`src/rtl/mem_arb_pkg.sv`:
```
`default_nettype none
// ============================================================================
// Module      : mem_arb_pkg
// Description : Shared types and constants for the memory port arbiter.
// Revision    : 1.0 - initial release
// ============================================================================
package mem_arb_pkg;

    // Default bound on consecutive data grants while a fetch is waiting.
    localparam int unsigned DEFAULT_MAX_DATA_STREAK = 4;

    // Byte-strobe pattern that denotes a read access.
    localparam logic [3:0] MEM_RD = 4'b0000;

    // Which requester owns the memory response arriving this cycle.
    typedef enum logic [1:0] {
        ST_IDLE      = 2'd0,
        ST_I_RESP    = 2'd1,
        ST_D_RD_RESP = 2'd2,
        ST_D_WR_RESP = 2'd3
    } resp_state_t;

    // The memory is word-addressed; the low two byte-address bits are dropped.
    function automatic logic [31:0] word_addr(input logic [31:0] addr);
        return addr & 32'hFFFF_FFFC;
    endfunction

endpackage
`default_nettype wire

```
`src/rtl/mem_port_arbiter_if.sv`:
```
`default_nettype none
// ============================================================================
// Module      : mem_port_arbiter_if
// Description : CPU fetch port, CPU data port and shared memory port bundle.
// Revision    : 1.0 - initial release
// ============================================================================
interface mem_port_arbiter_if;

    // Instruction fetch port
    logic        i_req;
    logic [31:0] i_addr;
    logic        i_gnt;
    logic        i_rvalid;
    logic [31:0] i_rdata;

    // Data load/store port
    logic        d_req;
    logic [3:0]  d_we;
    logic [31:0] d_addr;
    logic [31:0] d_wdata;
    logic        d_gnt;
    logic        d_rvalid;
    logic [31:0] d_rdata;

    // Shared memory port
    logic        mem_en;
    logic [3:0]  mem_we;
    logic [31:0] mem_addr;
    logic [31:0] mem_wdata;
    logic [31:0] mem_rdata;

    // Arbiter view: takes CPU requests and memory read data, drives the rest.
    modport slave (
        input  i_req, i_addr, d_req, d_we, d_addr, d_wdata, mem_rdata,
        output i_gnt, i_rvalid, i_rdata, d_gnt, d_rvalid, d_rdata,
        output mem_en, mem_we, mem_addr, mem_wdata
    );

    // Environment view: CPU requesters plus the memory macro.
    modport master (
        output i_req, i_addr, d_req, d_we, d_addr, d_wdata, mem_rdata,
        input  i_gnt, i_rvalid, i_rdata, d_gnt, d_rvalid, d_rdata,
        input  mem_en, mem_we, mem_addr, mem_wdata
    );

endinterface
`default_nettype wire

```
`src/rtl/mem_port_arbiter_streak_counter.sv`:
```
`default_nettype none
// ============================================================================
// Module      : streak_counter
// Description : Saturating 4-bit counter of consecutive data grants taken
//               while an instruction fetch is waiting.
// Revision    : 1.0 - initial release
// ============================================================================
module streak_counter (
    input  wire logic       clk,
    input  wire logic       rst_n,
    input  wire logic       inc,
    input  wire logic       clr,
    input  wire logic [3:0] limit,
    output logic            at_limit
);

    logic [3:0] r_count;

    // Clear wins over increment; the count never climbs past the limit.
    always_ff @(posedge clk or negedge rst_n) begin
        if (!rst_n) begin
            r_count <= 4'd0;
        end else if (clr) begin
            r_count <= 4'd0;
        end else if (inc && (r_count < limit)) begin
            r_count <= r_count + 4'd1;
        end
    end

    assign at_limit = (r_count == limit);

endmodule
`default_nettype wire

```
`src/rtl/mem_port_arbiter.sv`:
```
`default_nettype none
// ============================================================================
// Module      : mem_port_arbiter
// Description : Shares one single-port synchronous memory between the CPU
//               fetch and data ports. Data has priority; a bounded data
//               streak guarantees fetch progress. One access per cycle, read
//               data routed back one cycle after the grant.
// Revision    : 1.0 - initial release
// ============================================================================
module mem_port_arbiter
    import mem_arb_pkg::*;
#(
    parameter int unsigned MAX_DATA_STREAK = DEFAULT_MAX_DATA_STREAK
) (
    input  wire logic         clk,
    input  wire logic         rst_n,
    mem_port_arbiter_if.slave bus
);

    localparam logic [3:0] c_LIMIT = 4'(MAX_DATA_STREAK);

    logic        w_at_limit;
    logic        w_i_gnt;
    logic        w_d_gnt;
    logic        w_streak_inc;
    logic        w_streak_clr;
    resp_state_t r_state;
    resp_state_t w_state_next;

    // Grant decision: data first unless the fetch has waited a full streak.
    // Grants are suppressed while reset is asserted so every output reads 0.
    always_comb begin
        w_i_gnt = 1'b0;
        w_d_gnt = 1'b0;
        if (rst_n) begin
            if (bus.d_req && (!bus.i_req || !w_at_limit)) begin
                w_d_gnt = 1'b1;
            end else if (bus.i_req) begin
                w_i_gnt = 1'b1;
            end
        end
    end

    // Streak only counts data grants that made a waiting fetch wait longer.
    assign w_streak_inc = w_d_gnt & bus.i_req;
    assign w_streak_clr = w_i_gnt | ~bus.i_req;

    streak_counter u_streak (
        .clk      (clk),
        .rst_n    (rst_n),
        .inc      (w_streak_inc),
        .clr      (w_streak_clr),
        .limit    (c_LIMIT),
        .at_limit (w_at_limit)
    );

    // Memory request mux; address and write data rest at 0 when idle.
    always_comb begin
        bus.i_gnt     = w_i_gnt;
        bus.d_gnt     = w_d_gnt;
        bus.mem_en    = w_i_gnt | w_d_gnt;
        bus.mem_we    = MEM_RD;
        bus.mem_addr  = 32'h0;
        bus.mem_wdata = 32'h0;
        if (w_d_gnt) begin
            bus.mem_we    = bus.d_we;
            bus.mem_addr  = word_addr(bus.d_addr);
            bus.mem_wdata = bus.d_wdata;
        end else if (w_i_gnt) begin
            bus.mem_addr  = word_addr(bus.i_addr);
        end
    end

    // Response owner register; reset discards any access in flight.
    always_ff @(posedge clk or negedge rst_n) begin
        if (!rst_n) begin
            r_state <= ST_IDLE;
        end else begin
            r_state <= w_state_next;
        end
    end

    // Next owner follows this cycle's grant; outputs route mem_rdata by owner.
    always_comb begin
        w_state_next = ST_IDLE;
        bus.i_rvalid = 1'b0;
        bus.i_rdata  = 32'h0;
        bus.d_rvalid = 1'b0;
        bus.d_rdata  = 32'h0;

        if (w_d_gnt) begin
            w_state_next = (bus.d_we == MEM_RD) ? ST_D_RD_RESP : ST_D_WR_RESP;
        end else if (w_i_gnt) begin
            w_state_next = ST_I_RESP;
        end

        case (r_state)
            ST_I_RESP: begin
                bus.i_rvalid = 1'b1;
                bus.i_rdata  = bus.mem_rdata;
            end
            ST_D_RD_RESP: begin
                bus.d_rvalid = 1'b1;
                bus.d_rdata  = bus.mem_rdata;
            end
            ST_D_WR_RESP: begin
                bus.d_rvalid = 1'b1;
            end
            default: begin
                bus.i_rvalid = 1'b0;
            end
        endcase
    end

endmodule
`default_nettype wire

```
`src/flat_wrapper.sv`:
```
// flat-port wrapper written by rule: the top's interface ports become plain ports
module mem_port_arbiter_flat import mem_arb_pkg::*;
#(
    parameter int unsigned MAX_DATA_STREAK = DEFAULT_MAX_DATA_STREAK
)
  (clk, rst_n, bus_i_req, bus_i_addr, bus_d_req, bus_d_we, bus_d_addr, bus_d_wdata, bus_mem_rdata, bus_i_gnt, bus_i_rvalid, bus_i_rdata, bus_d_gnt, bus_d_rvalid, bus_d_rdata, bus_mem_en, bus_mem_we, bus_mem_addr, bus_mem_wdata);
  mem_port_arbiter_if bus_i ();
  input  wire logic clk;
  input  wire logic rst_n;
  input wire logic [$bits(bus_i.i_req)-1:0] bus_i_req;
  input wire logic [$bits(bus_i.i_addr)-1:0] bus_i_addr;
  input wire logic [$bits(bus_i.d_req)-1:0] bus_d_req;
  input wire logic [$bits(bus_i.d_we)-1:0] bus_d_we;
  input wire logic [$bits(bus_i.d_addr)-1:0] bus_d_addr;
  input wire logic [$bits(bus_i.d_wdata)-1:0] bus_d_wdata;
  input wire logic [$bits(bus_i.mem_rdata)-1:0] bus_mem_rdata;
  output wire logic [$bits(bus_i.i_gnt)-1:0] bus_i_gnt;
  output wire logic [$bits(bus_i.i_rvalid)-1:0] bus_i_rvalid;
  output wire logic [$bits(bus_i.i_rdata)-1:0] bus_i_rdata;
  output wire logic [$bits(bus_i.d_gnt)-1:0] bus_d_gnt;
  output wire logic [$bits(bus_i.d_rvalid)-1:0] bus_d_rvalid;
  output wire logic [$bits(bus_i.d_rdata)-1:0] bus_d_rdata;
  output wire logic [$bits(bus_i.mem_en)-1:0] bus_mem_en;
  output wire logic [$bits(bus_i.mem_we)-1:0] bus_mem_we;
  output wire logic [$bits(bus_i.mem_addr)-1:0] bus_mem_addr;
  output wire logic [$bits(bus_i.mem_wdata)-1:0] bus_mem_wdata;
  assign bus_i.i_req = bus_i_req;
  assign bus_i.i_addr = bus_i_addr;
  assign bus_i.d_req = bus_d_req;
  assign bus_i.d_we = bus_d_we;
  assign bus_i.d_addr = bus_d_addr;
  assign bus_i.d_wdata = bus_d_wdata;
  assign bus_i.mem_rdata = bus_mem_rdata;
  assign bus_i_gnt = bus_i.i_gnt;
  assign bus_i_rvalid = bus_i.i_rvalid;
  assign bus_i_rdata = bus_i.i_rdata;
  assign bus_d_gnt = bus_i.d_gnt;
  assign bus_d_rvalid = bus_i.d_rvalid;
  assign bus_d_rdata = bus_i.d_rdata;
  assign bus_mem_en = bus_i.mem_en;
  assign bus_mem_we = bus_i.mem_we;
  assign bus_mem_addr = bus_i.mem_addr;
  assign bus_mem_wdata = bus_i.mem_wdata;
  mem_port_arbiter #(.MAX_DATA_STREAK(MAX_DATA_STREAK)) u_core (.clk(clk), .rst_n(rst_n), .bus(bus_i));
endmodule
```
`config.mk`:
```
export PLATFORM = sky130hd
export DESIGN_NAME = mem_port_arbiter_flat
export DESIGN_NICKNAME = d
export VERILOG_FILES = /design/src/rtl/mem_arb_pkg.sv /design/src/rtl/mem_port_arbiter_if.sv /design/src/rtl/mem_port_arbiter_streak_counter.sv /design/src/rtl/mem_port_arbiter.sv /design/src/flat_wrapper.sv
export SDC_FILE = /design/constraint.sdc
export NUM_CORES = 1
export LEC_CHECK = 0
export ABC_AREA = 1
export CORE_AREA = 4 4 104 106
export CTS_CLUSTER_DIAMETER = 200
export CTS_CLUSTER_SIZE = 24
export DETAILED_ROUTE_END_ITERATION = 8
export DIE_AREA = 0 0 108 110
export PLACE_DENSITY = 0.72
export RECOVER_POWER = 25
export SLEW_MARGIN = 20
export SYNTH_ARGS = -nofsm -noshare
export SYNTH_HDL_FRONTEND = slang
export SYNTH_HIERARCHICAL = 1
export SYNTH_SLANG_ARGS = --single-unit
```
`constraint.sdc`:
```
create_clock -name clk -period 2.4 [get_ports clk]
set_input_delay 0.48 -clock clk [delete_from_list [all_inputs] [get_ports clk]]
set_output_delay 0.48 -clock clk [all_outputs]
set_load 0.005 [all_outputs]
```
### Yosys cells after proc, flatten, opt, wreduce, memory -nomap -nowiden

Index checks and enable logic that the tools add are counted.

* register bits after elaboration: 6
* bits in latches: 0
* bits in writable memories: 0
* memory bits (read-only): 0
* output and inout bits: 137
* memories: 0

* add/subtract/negate cells: 1
* multipliers: 0
* div/mod/pow operators: 0
* magnitude comparators: 1
* equal/unequal tests: 4
* shift-type cells: 0
* muxes and demuxes: 18
* bitwise gates (word level): 4
* reduce and logical (&&, ||, !) cells: 8

Operator list (number)
* two-way mux 32 bit: 5
* two-way mux 4 bit: 3
* two-way mux 1 bit: 9
* adder 4 x 1 -> 4 bit (second input constant): 1
* == test 2 bit (second input constant): 2
* == test 4 x 3 -> 1 bit (second input constant): 1
* zero test 4 bit: 1
* < comparator 4 x 3 -> 1 bit (second input constant): 1
* == test 2 x 1 -> 1 bit (second input constant): 1
* logical AND 1 bit: 2
* zero test 1 bit: 2
* two-way mux 2 bit: 1
* bitwise OR 1 bit: 2
* nonzero test 2 bit: 1
* OR reduction 2 bit: 1
* bitwise AND 1 bit: 1
* logical OR 1 bit: 1
* NOT 1 bit: 1

### Depth between registers and ports, before layout

* depth after elaboration: 10
* mapped depth: 14
* mapped depth without buffers: 13

### Cells and area by module

Netlist, hierarchy kept.

By module, submodules not included
* mem_port_arbiter: times used 1, cells an instance 310, area each 1468.9 um2
* streak_counter: times used 1, cells an instance 52, area each 365.4 um2

### Worst setup path after synthesis

OpenSTA, ideal clock, no wires.

* path kind: register -> output
* from: reg u_core.u_streak.r_count[2]
* to: out bus_mem_wdata[0]
* data arrival time: 1.454 ns
* setup slack: 0.466 ns
* cell stages (with the launch flop): 10
* cell sequence: dfrtp_1 -> ha_1 -> nand2_1 -> nor2_1 -> nand2_1 -> nand2_2 -> nor2_4 -> inv_4 -> buf_6 -> nor2_2

* cells in the longest elaborated chain, start to end: 7

Ends and longest elaborated chain
* start: declaration: RTL line mem_port_arbiter_streak_counter.sv:17 `logic [3:0] r_count;`
* start signal: assignment: RTL line mem_port_arbiter_streak_counter.sv:26 `r_count <= r_count + 4'd1;`
* == test 4 x 3 -> 1 bit: RTL line mem_port_arbiter_streak_counter.sv:30 `assign at_limit = (r_count == limit);`
* named net u_core.w_at_limit: RTL line mem_port_arbiter.sv:22 `logic w_at_limit;`
* zero test 1 bit: RTL line mem_port_arbiter.sv:36 `if (bus.d_req && (!bus.i_req || !w_at_limit)) begin`
* logical OR 1 bit: RTL line mem_port_arbiter.sv:36
* logical AND 1 bit: RTL line mem_port_arbiter.sv:36
* two-way mux 1 bit: RTL line mem_port_arbiter.sv:36
* two-way mux 1 bit: RTL line mem_port_arbiter.sv:35 `if (rst_n) begin`
* named net bus_d_gnt: RTL line flat_wrapper.sv:20 `output wire logic [$bits(bus_i.d_gnt)-1:0] bus_d_gnt;`
* two-way mux 32 bit: RTL line mem_port_arbiter.sv:65 `if (w_d_gnt) begin`
* end: declaration: RTL line flat_wrapper.sv:26 `output wire logic [$bits(bus_i.mem_wdata)-1:0] bus_mem_wdata;`

The timed path passes the listed nets, and every way through them passes these cells.

### Worst setup path in the final report

* from: in bus_i_req
* to: out bus_mem_addr[8]

* cells in the longest elaborated chain, start to end: 7
* elaborated cells on any way between the ends: 10
* those cells by class: 7 x mux; 3 x reduce/logical

Ends and longest elaborated chain
* start: declaration: RTL line flat_wrapper.sv:10 `input wire logic [$bits(bus_i.i_req)-1:0] bus_i_req;`
* zero test 1 bit: RTL line mem_port_arbiter.sv:36
* logical OR 1 bit: RTL line mem_port_arbiter.sv:36
* logical AND 1 bit: RTL line mem_port_arbiter.sv:36
* two-way mux 1 bit: RTL line mem_port_arbiter.sv:36
* two-way mux 1 bit: RTL line mem_port_arbiter.sv:35
* two-way mux 32 bit: RTL line mem_port_arbiter.sv:69 `end else if (w_i_gnt) begin`
* two-way mux 32 bit *: RTL line mem_port_arbiter.sv:65
* end: declaration: RTL line flat_wrapper.sv:25 `output wire logic [$bits(bus_i.mem_addr)-1:0] bus_mem_addr;`

Mark *: on every way between the ends. The rest lies on a longest branch, timed or not.

==> run summary <==
## Finish
• number of nets at the end of the flow: 787
• Filler cells: 965
• Finished Core Util: 0.509
• Antenna diodes: 0
• fraction of layout instances using a drive strength above 1: 0.252
• multi-input combinational cell area: 1420 um^2
• area of all sequential standard cells: 150 um^2
• Synth-to-Final Area Change: 171%

## GRT
• maximum number of pins on one net before global-route repair: 34
• global routing's busiest layer: met2
• number of global-route vias before repair: 3341
• met2 Use GR: 0.338
• antenna violations before repair: 0
• All-Layer GR Usage: 0.169
• global routing usage on met1: 0.175
• met3 layer usage reported by global route: 0.0454
• total overflow reported by the global router: 0
• first-pass GRT wire length: 16.0 mm

## STA
• count of final max-slew check failures: 0
• post-route clock period utilization: 1.07
• peak clock frequency supported by timing: 391 MHz
• final worst clock skew: 0.00288 ns
• Worst Hold Slack: 0.447 ns
• aggregate negative setup slack: -0.341 ns
• min setup slack post-route: -0.160 ns
• unrepaired setup endpoints after global routing: yes
• final number of hold-violating endpoints: 0
• Final min period: 2.56 ns
• final-report setup violation count: 8

## Detailed routing
• DRC violation count after routing: 0
• overall via count from detail_route: 3403
• 1st-iter DRT viols: 164
• Vias per Instance: 4.38
• routed wirelength normalized by instance count: 14.6 um
• iteration count of the initial detailed-routing pass: 6
• post-detailed-routing wire length: 11.3 mm
• post-route ant nets: 0

## Worst setup path
• start-to-end type of the worst setup path: in2out
• required time of the worst setup path: 1.92 ns
• endpoint type of the worst setup path: primary output
• startpoint type of the worst setup path: input port
• arrival time worst endpoint: 2.08 ns
• Worst Path Max Fanout: 15
• path depth of the worst reg2reg path: 12

## Floorplanning
• core area: 9770 um^2
• height of the die: 110 um
• effective utilization at floorplan: 0.188
• boundary pin count: 273
• number of rows created at floorplan: 36
• die span in x: 108 um
• Die Footprint: 11900 um^2

## Logic synthesis
• mean area per synthesized cell: 5.07 um^2
• instance count of the mapped netlist: 362
• synthesis warning total: 6
• post-synthesis sequential area ratio: 0.0819
• post-synthesis cell type count: 20
• number of synthesized register bits: 6
• post-synthesis cell area: 1830 um^2

## Placed design
• DP Wirelength: 8.72 mm
• number of buffers inserted by port buffering: 266
• routability congestion estimate: 0.821
• pre-CTS setup slack: -0.328 ns

## Power
• Leak: 0.00257 uW
• Cell Pwr Density: 204 nW/um^2
• highest ir drop seen on vdd: 0.169 mV

## Hold path
• classification of the worst-slack hold path: in2async

## Clock tree
• root buffer selected by CTS: clkbuf_8
• CTS tree: built
• clock latency reported for the late side of the worst-skew pair: 0.22 ns
• clk slew on worst S/H paths: 0.04 ns
• H-Tree Depth: 1
• Longest Clk Path Bufs: 2
• CTS Sinks: 6
• number of buffers created by CTS: 3
• cts-stage hold buffer count: 0

## Flow run
• max-cap violations: 0

## Run status
• violated checks: negative setup slack
• status: complete, but fails checks

[critical path, cell delays in order]
cell and delay (ns):
clkdlybuf4s50_1 0.55, nand2_1 0.11, inv_2 0.13, buf_12 0.16, nand3_1 0.08, nand2_1 0.06
clkdlybuf4s50_1 0.51
[cells in the mapped netlist, drive strengths merged]
master / count / area [um^2]
dfrtp: 6 / 150
clkinv: 1 / 3.75
nand2: 56 / 228
nand3: 36 / 180
conb: 2 / 7.51
nand4: 34 / 213
inv: 85 / 322
or2: 1 / 6.26
nor2: 108 / 495
buf: 15 / 118
ha: 5 / 62.6
clkbuf: 13 / 48.8
[report_power, final]
group          internal (uW)  total [uW]  switching, uW  leakage (uW)
combinational            443         755            312       0.00247
clock                    108         154           45.6     0.0000216
sequential               105         107           1.67     0.0000811
[sequential cells by signal (all words and copies together), names as in the netlist]
signal,count
u_core/u_streak/r_count,4
u_core/r_state,2
[area by class of cell]
cell class	instances	area share
well taps	133	0.0335
multi-input cells	246	0.285
repair buffers	297	0.557
repair inverters	6	0.0184
clock buffers	3	0.00830
flip-flops and latches	6	0.0302
inverters	86	0.0674
[layer usage]
| layer | up-vias | share of wire |
|---|---|---|
| li1 | 1646 | - |
| met1 | 1533 | 0.33 |
| met2 | 209 | 0.53 |
| met3 | 15 | 0.12 |
| met4 | 0 | 0.016 |
| met5 | - | 0 |
[kinds of logic after synthesis]
| family | synth area share |
|---|---|
| and+or+nand+nor | 0.612 |
| buffers and inverters | 0.268 |
| DFF | 0.0819 |
| adders and majority gates | 0.0341 |
| other | 0.00409 |
[stage by stage]
step	instances	area [um^2]	power, uW
after floorplan	366	1850	330
after global placement	754	4650	793
after detailed placement	754	4650	803
after CTS	773	4850	978
after global routing	777	4970	1090
final	777	4970	1020
[final timing paths]
kind / from / endpoint / slack (ns)
max: bus_i_req / bus_mem_addr[8] / -0.16
min: rst_n / u_core/u_streak/r_count[0] / 0.45
max reg2reg: u_core/u_streak/r_count[3] / u_core/u_streak/r_count[1] / 0.41
min reg2reg: u_core/u_streak/r_count[0] / u_core/u_streak/r_count[0] / 0.59
max in group asynchronous: rst_n / u_core/u_streak/r_count[3] / 1.72
min in group clk: u_core/u_streak/r_count[0] / u_core/u_streak/r_count[0] / 0.59
[what timing repair did]
item	4_1_cts	5_1_grt
pin swaps	3	11
setup buffers	9	4
endpoints found under the hold margin	0	0
setup endpoints to repair	69	100
gates cloned	7	3
resized for setup	165	163
[layout by cell type, fill, tap and decap left out]
cell type        synthesis  layout
clkdlybuf4s50_1          0     197
inv_1                   83      82
nor2_1                  76      68
nand2_1                 51      47
buf_2                    7      37
nand4_1                 34      34
nand3_1                 36      30
nor2_4                   2      26
clkbuf_2                 0      20
nor2_2                  30      14
buf_6                    6      13
buf_4                    2      13
nand2_2                  4       7
nand3_2                  0       6
conb_1                   2       6
dfrtp_1                  6       6
dlymetal6s2s_1           0       4
buf_12                   0       4
clkbuf_8                 0       3
ha_1                     5       3
inv_12                   0       2
clkinv_8                 0       2
inv_8                    0       2
clkbuf_16                0       2
dlygate4sd2_1            0       2
inv_2                    1       2
nand2_4                  1       2
buf_8                    0       2
ha_4                     0       2
inv_16                   0       1
buf_16                   0       1
clkdlybuf4s15_1          0       1
or2_4                    0       1
clkbuf_1                13       1
clkinv_1                 1       1
Power figures use the tool's default switching activity.
